## config.mk

```make
export PLATFORM = sky130hd
export DESIGN_NAME = cp0_unit
export DESIGN_NICKNAME = d
export VERILOG_FILES = /design/src/rtl/cp0_unit.sv
export SDC_FILE = /design/constraint.sdc
export NUM_CORES = 1
export LEC_CHECK = 0
export CAP_MARGIN = 5
export CORE_ASPECT_RATIO = 0.75
export CORE_UTILIZATION = 50
export DETAILED_ROUTE_END_ITERATION = 10
export PLACE_DENSITY_LB_ADDON = 0.1
export SLEW_MARGIN = 20
export SYNTH_ARGS = -nofsm -noshare
export SYNTH_HDL_FRONTEND = slang
export SYNTH_SLANG_ARGS = --single-unit
```

## constraint.sdc

```tcl
create_clock -name i_clk -period 6.3 [get_ports i_clk]
set_input_delay 0.63 -clock i_clk [delete_from_list [all_inputs] [get_ports i_clk]]
set_output_delay 0.63 -clock i_clk [all_outputs]
set_load 0.01 [all_outputs]
```

## src/rtl/cp0_unit.sv

```systemverilog
// Coprocessor-0 for the pipelined MIPS core: Count/Compare timer, Status/Cause/EPC,
// exception/interrupt arbitration and a registered one-cycle PC redirect with flush.
module cp0_unit #(
  parameter logic [31:0] EXC_VECTOR = 32'h0000_0180,
  parameter int          COUNT_DIV  = 2
) (
  input  logic        i_clk,
  input  logic        i_rst,
  input  logic        i_stall,
  input  logic        i_mtc0,
  input  logic        i_mfc0,
  input  logic        i_eret,
  input  logic        i_unknown_func,
  input  logic        i_overflow,
  input  logic [4:0]  i_rd_addr,
  input  logic [31:0] i_wdata,
  input  logic [31:0] i_pc,
  input  logic [5:0]  i_ext_int,
  output logic [31:0] o_rdata,
  output logic        o_redirect,
  output logic [31:0] o_target,
  output logic        o_exl
);

  // state    | meaning
  // ST_RUN   | normal operation, instruction events and interrupts sampled
  // ST_FLUSH | redirect issued, stage holds a squashed instruction
  typedef enum logic {ST_RUN, ST_FLUSH} state_t;

  localparam logic [31:0] PRESC_LAST = 32'(COUNT_DIV - 1);
  localparam logic [4:0]  A_COUNT    = 5'd9;
  localparam logic [4:0]  A_COMPARE  = 5'd11;
  localparam logic [4:0]  A_STATUS   = 5'd12;
  localparam logic [4:0]  A_CAUSE    = 5'd13;
  localparam logic [4:0]  A_EPC      = 5'd14;

  state_t      r_state;
  logic [31:0] r_count;
  logic [31:0] r_compare;
  logic [31:0] r_presc;
  logic [7:0]  r_im;
  logic        r_exl;
  logic        r_ie;
  logic        r_ti;
  logic [4:0]  r_exccode;
  logic [31:0] r_epc;
  logic [5:0]  r_sync1;
  logic [5:0]  r_sync2;
  logic        r_redirect;
  logic [31:0] r_target;

  logic [5:0]  w_ip;
  logic        w_int_pend;
  logic        w_sample;
  logic        w_exc;
  logic [4:0]  w_exc_code;
  logic        w_do_eret;
  logic        w_do_mtc0;
  logic        w_tick;
  logic [31:0] w_count_inc;
  logic        w_wr_count;
  logic        w_wr_compare;
  logic        w_unused;

  // mfc0 is a pure read; o_rdata is always driven from i_rd_addr.
  assign w_unused = i_mfc0;

  assign w_ip        = {r_sync2[5] | r_ti, r_sync2[4:0]};
  assign w_int_pend  = r_ie & ~r_exl & (|(w_ip & r_im[7:2]));
  assign w_sample    = (r_state == ST_RUN) & ~i_stall;
  assign w_exc       = w_sample & (w_int_pend | i_unknown_func | i_overflow);
  assign w_do_eret   = w_sample & ~w_exc & i_eret;
  assign w_do_mtc0   = w_sample & ~w_exc & ~i_eret & i_mtc0;
  assign w_tick      = (r_presc == PRESC_LAST);
  assign w_count_inc = r_count + 32'd1;
  assign w_wr_count   = w_do_mtc0 & (i_rd_addr == A_COUNT);
  assign w_wr_compare = w_do_mtc0 & (i_rd_addr == A_COMPARE);

  always_comb begin
    w_exc_code = 5'd12;
    if (w_int_pend)          w_exc_code = 5'd0;
    else if (i_unknown_func) w_exc_code = 5'd10;
  end

  always_comb begin
    o_rdata = 32'd0;
    case (i_rd_addr)
      A_COUNT:   o_rdata = r_count;
      A_COMPARE: o_rdata = r_compare;
      A_STATUS:  o_rdata = {16'd0, r_im, 6'd0, r_exl, r_ie};
      A_CAUSE:   o_rdata = {1'b0, r_ti, 14'd0, w_ip, 3'd0, r_exccode, 2'd0};
      A_EPC:     o_rdata = r_epc;
      default:   o_rdata = 32'd0;
    endcase
  end

  // Timer keeps running through stalls and flushes; software writes win over ticks.
  always_ff @(posedge i_clk or posedge i_rst) begin
    if (i_rst) begin
      r_count   <= 32'd0;
      r_compare <= 32'd0;
      r_presc   <= 32'd0;
      r_ti      <= 1'b0;
    end else begin
      if (w_wr_count) begin
        r_count <= i_wdata;
        r_presc <= 32'd0;
      end else if (w_tick) begin
        r_count <= w_count_inc;
        r_presc <= 32'd0;
      end else begin
        r_presc <= r_presc + 32'd1;
      end
      if (w_wr_compare) begin
        r_compare <= i_wdata;
        r_ti      <= 1'b0;
      end else if (w_tick && !w_wr_count && (w_count_inc == r_compare)) begin
        r_ti <= 1'b1;
      end
    end
  end

  always_ff @(posedge i_clk or posedge i_rst) begin
    if (i_rst) begin
      r_sync1 <= 6'd0;
      r_sync2 <= 6'd0;
    end else begin
      r_sync1 <= i_ext_int;
      r_sync2 <= r_sync1;
    end
  end

  always_ff @(posedge i_clk or posedge i_rst) begin
    if (i_rst) begin
      r_state    <= ST_RUN;
      r_redirect <= 1'b0;
      r_target   <= 32'd0;
      r_im       <= 8'd0;
      r_exl      <= 1'b0;
      r_ie       <= 1'b0;
      r_exccode  <= 5'd0;
      r_epc      <= 32'd0;
    end else begin
      r_redirect <= 1'b0;
      case (r_state)
        ST_RUN: begin
          if (w_exc) begin
            r_epc      <= i_pc;
            r_exccode  <= w_exc_code;
            r_exl      <= 1'b1;
            r_target   <= EXC_VECTOR;
            r_redirect <= 1'b1;
            r_state    <= ST_FLUSH;
          end else if (w_do_eret) begin
            r_exl      <= 1'b0;
            r_target   <= r_epc;
            r_redirect <= 1'b1;
            r_state    <= ST_FLUSH;
          end else if (w_do_mtc0) begin
            if (i_rd_addr == A_STATUS) begin
              r_im  <= i_wdata[15:8];
              r_exl <= i_wdata[1];
              r_ie  <= i_wdata[0];
            end else if (i_rd_addr == A_EPC) begin
              r_epc <= i_wdata;
            end
          end
        end
        ST_FLUSH: r_state <= ST_RUN;
        default:  r_state <= ST_RUN;
      endcase
    end
  end

  assign o_redirect = r_redirect;
  assign o_target   = r_target;
  assign o_exl      = r_exl;

endmodule

```

==> metrics.yaml <==
run_status:
  status: "finished with violations"
  violations: "design-rule violations"
cts:
  clkTransAtPathRegs_ps: 80
  cts_setup_buffers: 0
  clock_latency_ps: 440
  cts_root_buf: "clkbuf_16"
  cts_tree: "built"
  numCtsBuffers: 17
  cts_resized: 0
  htreeDepth: 4
  postCtsHoldBufs: 0
  clock-sinks: 187
  clockBufferDepth: 2
global_route:
  grt_pass1_vias: 7546
  grt_max_degree: 70
  track_usage_pct: 27.21
  antenna_found_initial: 0
  grt_overflow_total: 0
  grt_pass1_wl_mm: 43.49
sta:
  relSlewSlack_pct: 33.58
  fmax_ghz: 0.2530
  skew_ps: 13.54
  hold_violations: 0
  rsz0062_at_grt: "false"
  setup_violations: 0
  whs_ps: 345.8
  period_share_pct: 62.75
  fin_crit_ps: 3953
  tightest_slew_ps: 993.9
  finalSetupTns_ps: 0
  drv_slew: 0
floorplanning:
  ios: 149
  rows: 44
  die_y_microns: 124.9
  fp.dieW_microns: 165.8
  dieArea_sq_mm: 0.02071
  initial_core_util_pct: 51.50
  fp.coreArea_sq_mm: 0.01954
detailed_routing:
  via_per_inst: 5.798
  drc: 15
  detail-route-antenna-nets: 0
  drtIter0Drc: 971
  routedWlPerCell_microns: 19.56
  wl_met2_mm: 10.91
  top_layer_used: "met4"
  routed-via-count: 7995
  dr_wl_met3_mm: 1.811
  drtPass1Iterations: 8
  wl_met1_mm: 14.07
  routed_wl_mm: 26.97
yosys:
  avgSynthCellArea_sq_um: 9.996
  synth_warnings: 0
  synth_top_family_by_area: "simple AND/OR/NAND/NOR gates"
  synth_xor_area_share_pct: 8.614
  ys_seq_elements: 187
  synth_edf_count: 0
  synth-main-ff-cell: "dfrtp_1"
  synth-simple-area-share_pct: 17.60
  syn-num-nets: 1093
  synth_compound_area_share_pct: 11.24
  ys_async_sr_fraction_pct: 100.0
  synth_cell_types: 65
  ys_seq_area_share_pct: 46.49
  synthMuxAreaShare_pct: 12.18
  syn_area_sq_mm: 0.01007
  synth_cells: 1007
  synth_fa_ha_area_share_pct: 0.3729
hold_path:
  hold_path_class: "reg -> reg"
layout:
  multiInputGateArea_sq_mm: 0.005057
  fill_cells: 1619
  final_nets: 1199
  n_antenna_cell: 0
  drive_above_1_share_pct: 8.259
  seq_area_sq_mm: 0.004679
  syn_to_final_growth_pct: 21.62
power:
  p_leak_nw: 5.422
  peakVddDrop_uv: 133.1
  power_density_mw_per_mm2: 244.6
  finalPower_mw: 2.994
place:
  portBuffers: 147
  dp_hpwl_mm: 19.25
  finalWeightedCongestion: 0.8777
critical_path:
  worstSetupEndpointType: "register"
  cp.arrival_ps: 4230
  crit_type: "in -> reg"
  startpoint_type: "input port"
  path_max_fanout: 66
  worstPathRequired_ps: 6570
  r2r_setup_slack_ps: 2760
job:
  maxCapViolCount: 0
[critical path, stage by stage]
cell and delay (ps):
clkdlybuf4s50_1 850, nor4bb_1 640, nand3_1 190, or4_2 580, buf_4 350, nand2_1 830
nor2_1 140
[path summary, 6_finish.rpt]
path / cells after the start / startpoint / endpoint
max: 7 / i_rd_addr[0] / r_presc[12]
min: 0 / r_sync1[4] / r_sync2[4]
max reg2reg: 7 / r_sync2[0] / r_presc[12]
min reg2reg: 0 / r_sync1[4] / r_sync2[4]
max in group asynchronous: 3 / i_rst / r_count[24]
min in group asynchronous: 2 / i_rst / o_target[7]
[layout make-up]
| cell class | count | share of cell area, % |
|---|---|---|
| inverter | 12 | 0.4293 |
| multi-input combinational | 740 | 41.31 |
| clock inverter | 14 | 1.329 |
| timing repair buffer | 155 | 12.53 |
| clock buffer | 18 | 3.588 |
| sequential | 187 | 38.23 |
| tap | 253 | 2.586 |
[sequential cells by signal, summed over array words and instances, names as in the netlist]
signal / flops
o_exl: 1
o_redirect: 1
o_target: 32
r_compare: 32
r_count: 32
r_epc: 32
r_exccode: 3
r_ie: 1
r_im: 8
r_presc: 32
r_sync1: 6
r_sync2: 6
r_ti: 1
[placed cells by master, fill, tap and decap left out, types with 23 or more instances in the layout]
master           count
dfrtp_1            187
nand3_1             30
nand2_1             88
clkdlybuf4s50_1    146
nor2_1             102
a21oi_1             45
xor2_1              41
a22o_1              30
mux2i_1             70
o21ai_0             64
nand4_1             23
xnor2_1             58
[metrics by stage]
step                      setup slack [ps]  instance area [sq um]  util, %  std cells
after floorplan                      584.6                  10070        -       1007
after global placement                1989                  11610    59.42       1346
after detailed placement              1922                  11630    59.53       1347
after CTS                             2355                  12240    62.61       1379
after global routing                  2050                  12240    62.64       1379
final                                 2347                  12240    62.64       1379
[layer usage]
metal / track usage (%) / up-vias
met2: 37.06 / 241
met4: 4.783 / 0
met5: 0 / -
met3: 5.211 / 11
li1: - / 3793
met1: 44.28 / 3950
[power breakdown]
group / internal, mW / leakage, nW / total, mW / switching, mW
registers: 1.29 / 2.48 / 1.41 / 0.120
logic: 0.241 / 2.65 / 0.491 / 0.250
clock network: 0.550 / 0.297 / 1.09 / 0.538
[synth_stat cells (4+ instances only)]
cell        n  area, sq um
clkbuf_1   39        146.4
xor2_1     41        359.1
xnor2_1    58        508.0
nand3_1    30        150.1
buf_1       4        15.01
and4_1     11        96.34
nor2b_1     4        25.02
o21ai_0    64        320.3
nor3_1     11        55.05
or3_1       5        31.28
nor4_1     19        118.9
a221o_1     8        80.08
or2_2       6        37.54
a31oi_1     5        31.28
inv_1      12        45.04
and2_1      5        31.28
a22o_1     30        262.8
buf_2      20        100.1
nand2_1    89        334.1
a21oi_1    45        225.2
and3_1     19        118.9
or4_1       6        45.04
mux2_4     20        300.3
mux2_2     13        146.4
mux2i_1    70        700.7
nand4_1    23        143.9
dfrtp_1   187         4679
nor2_1    102        382.9
mux2_1      7        78.83
[cells by family after synthesis]
kind of cell | count (synthesis)
mux | 110
fa+ha+maj | 3
xor+xnor | 99
flops | 187
buf+inv | 80
compound gates | 178
simple gates | 350
Power figures use the tool's default switching activity.
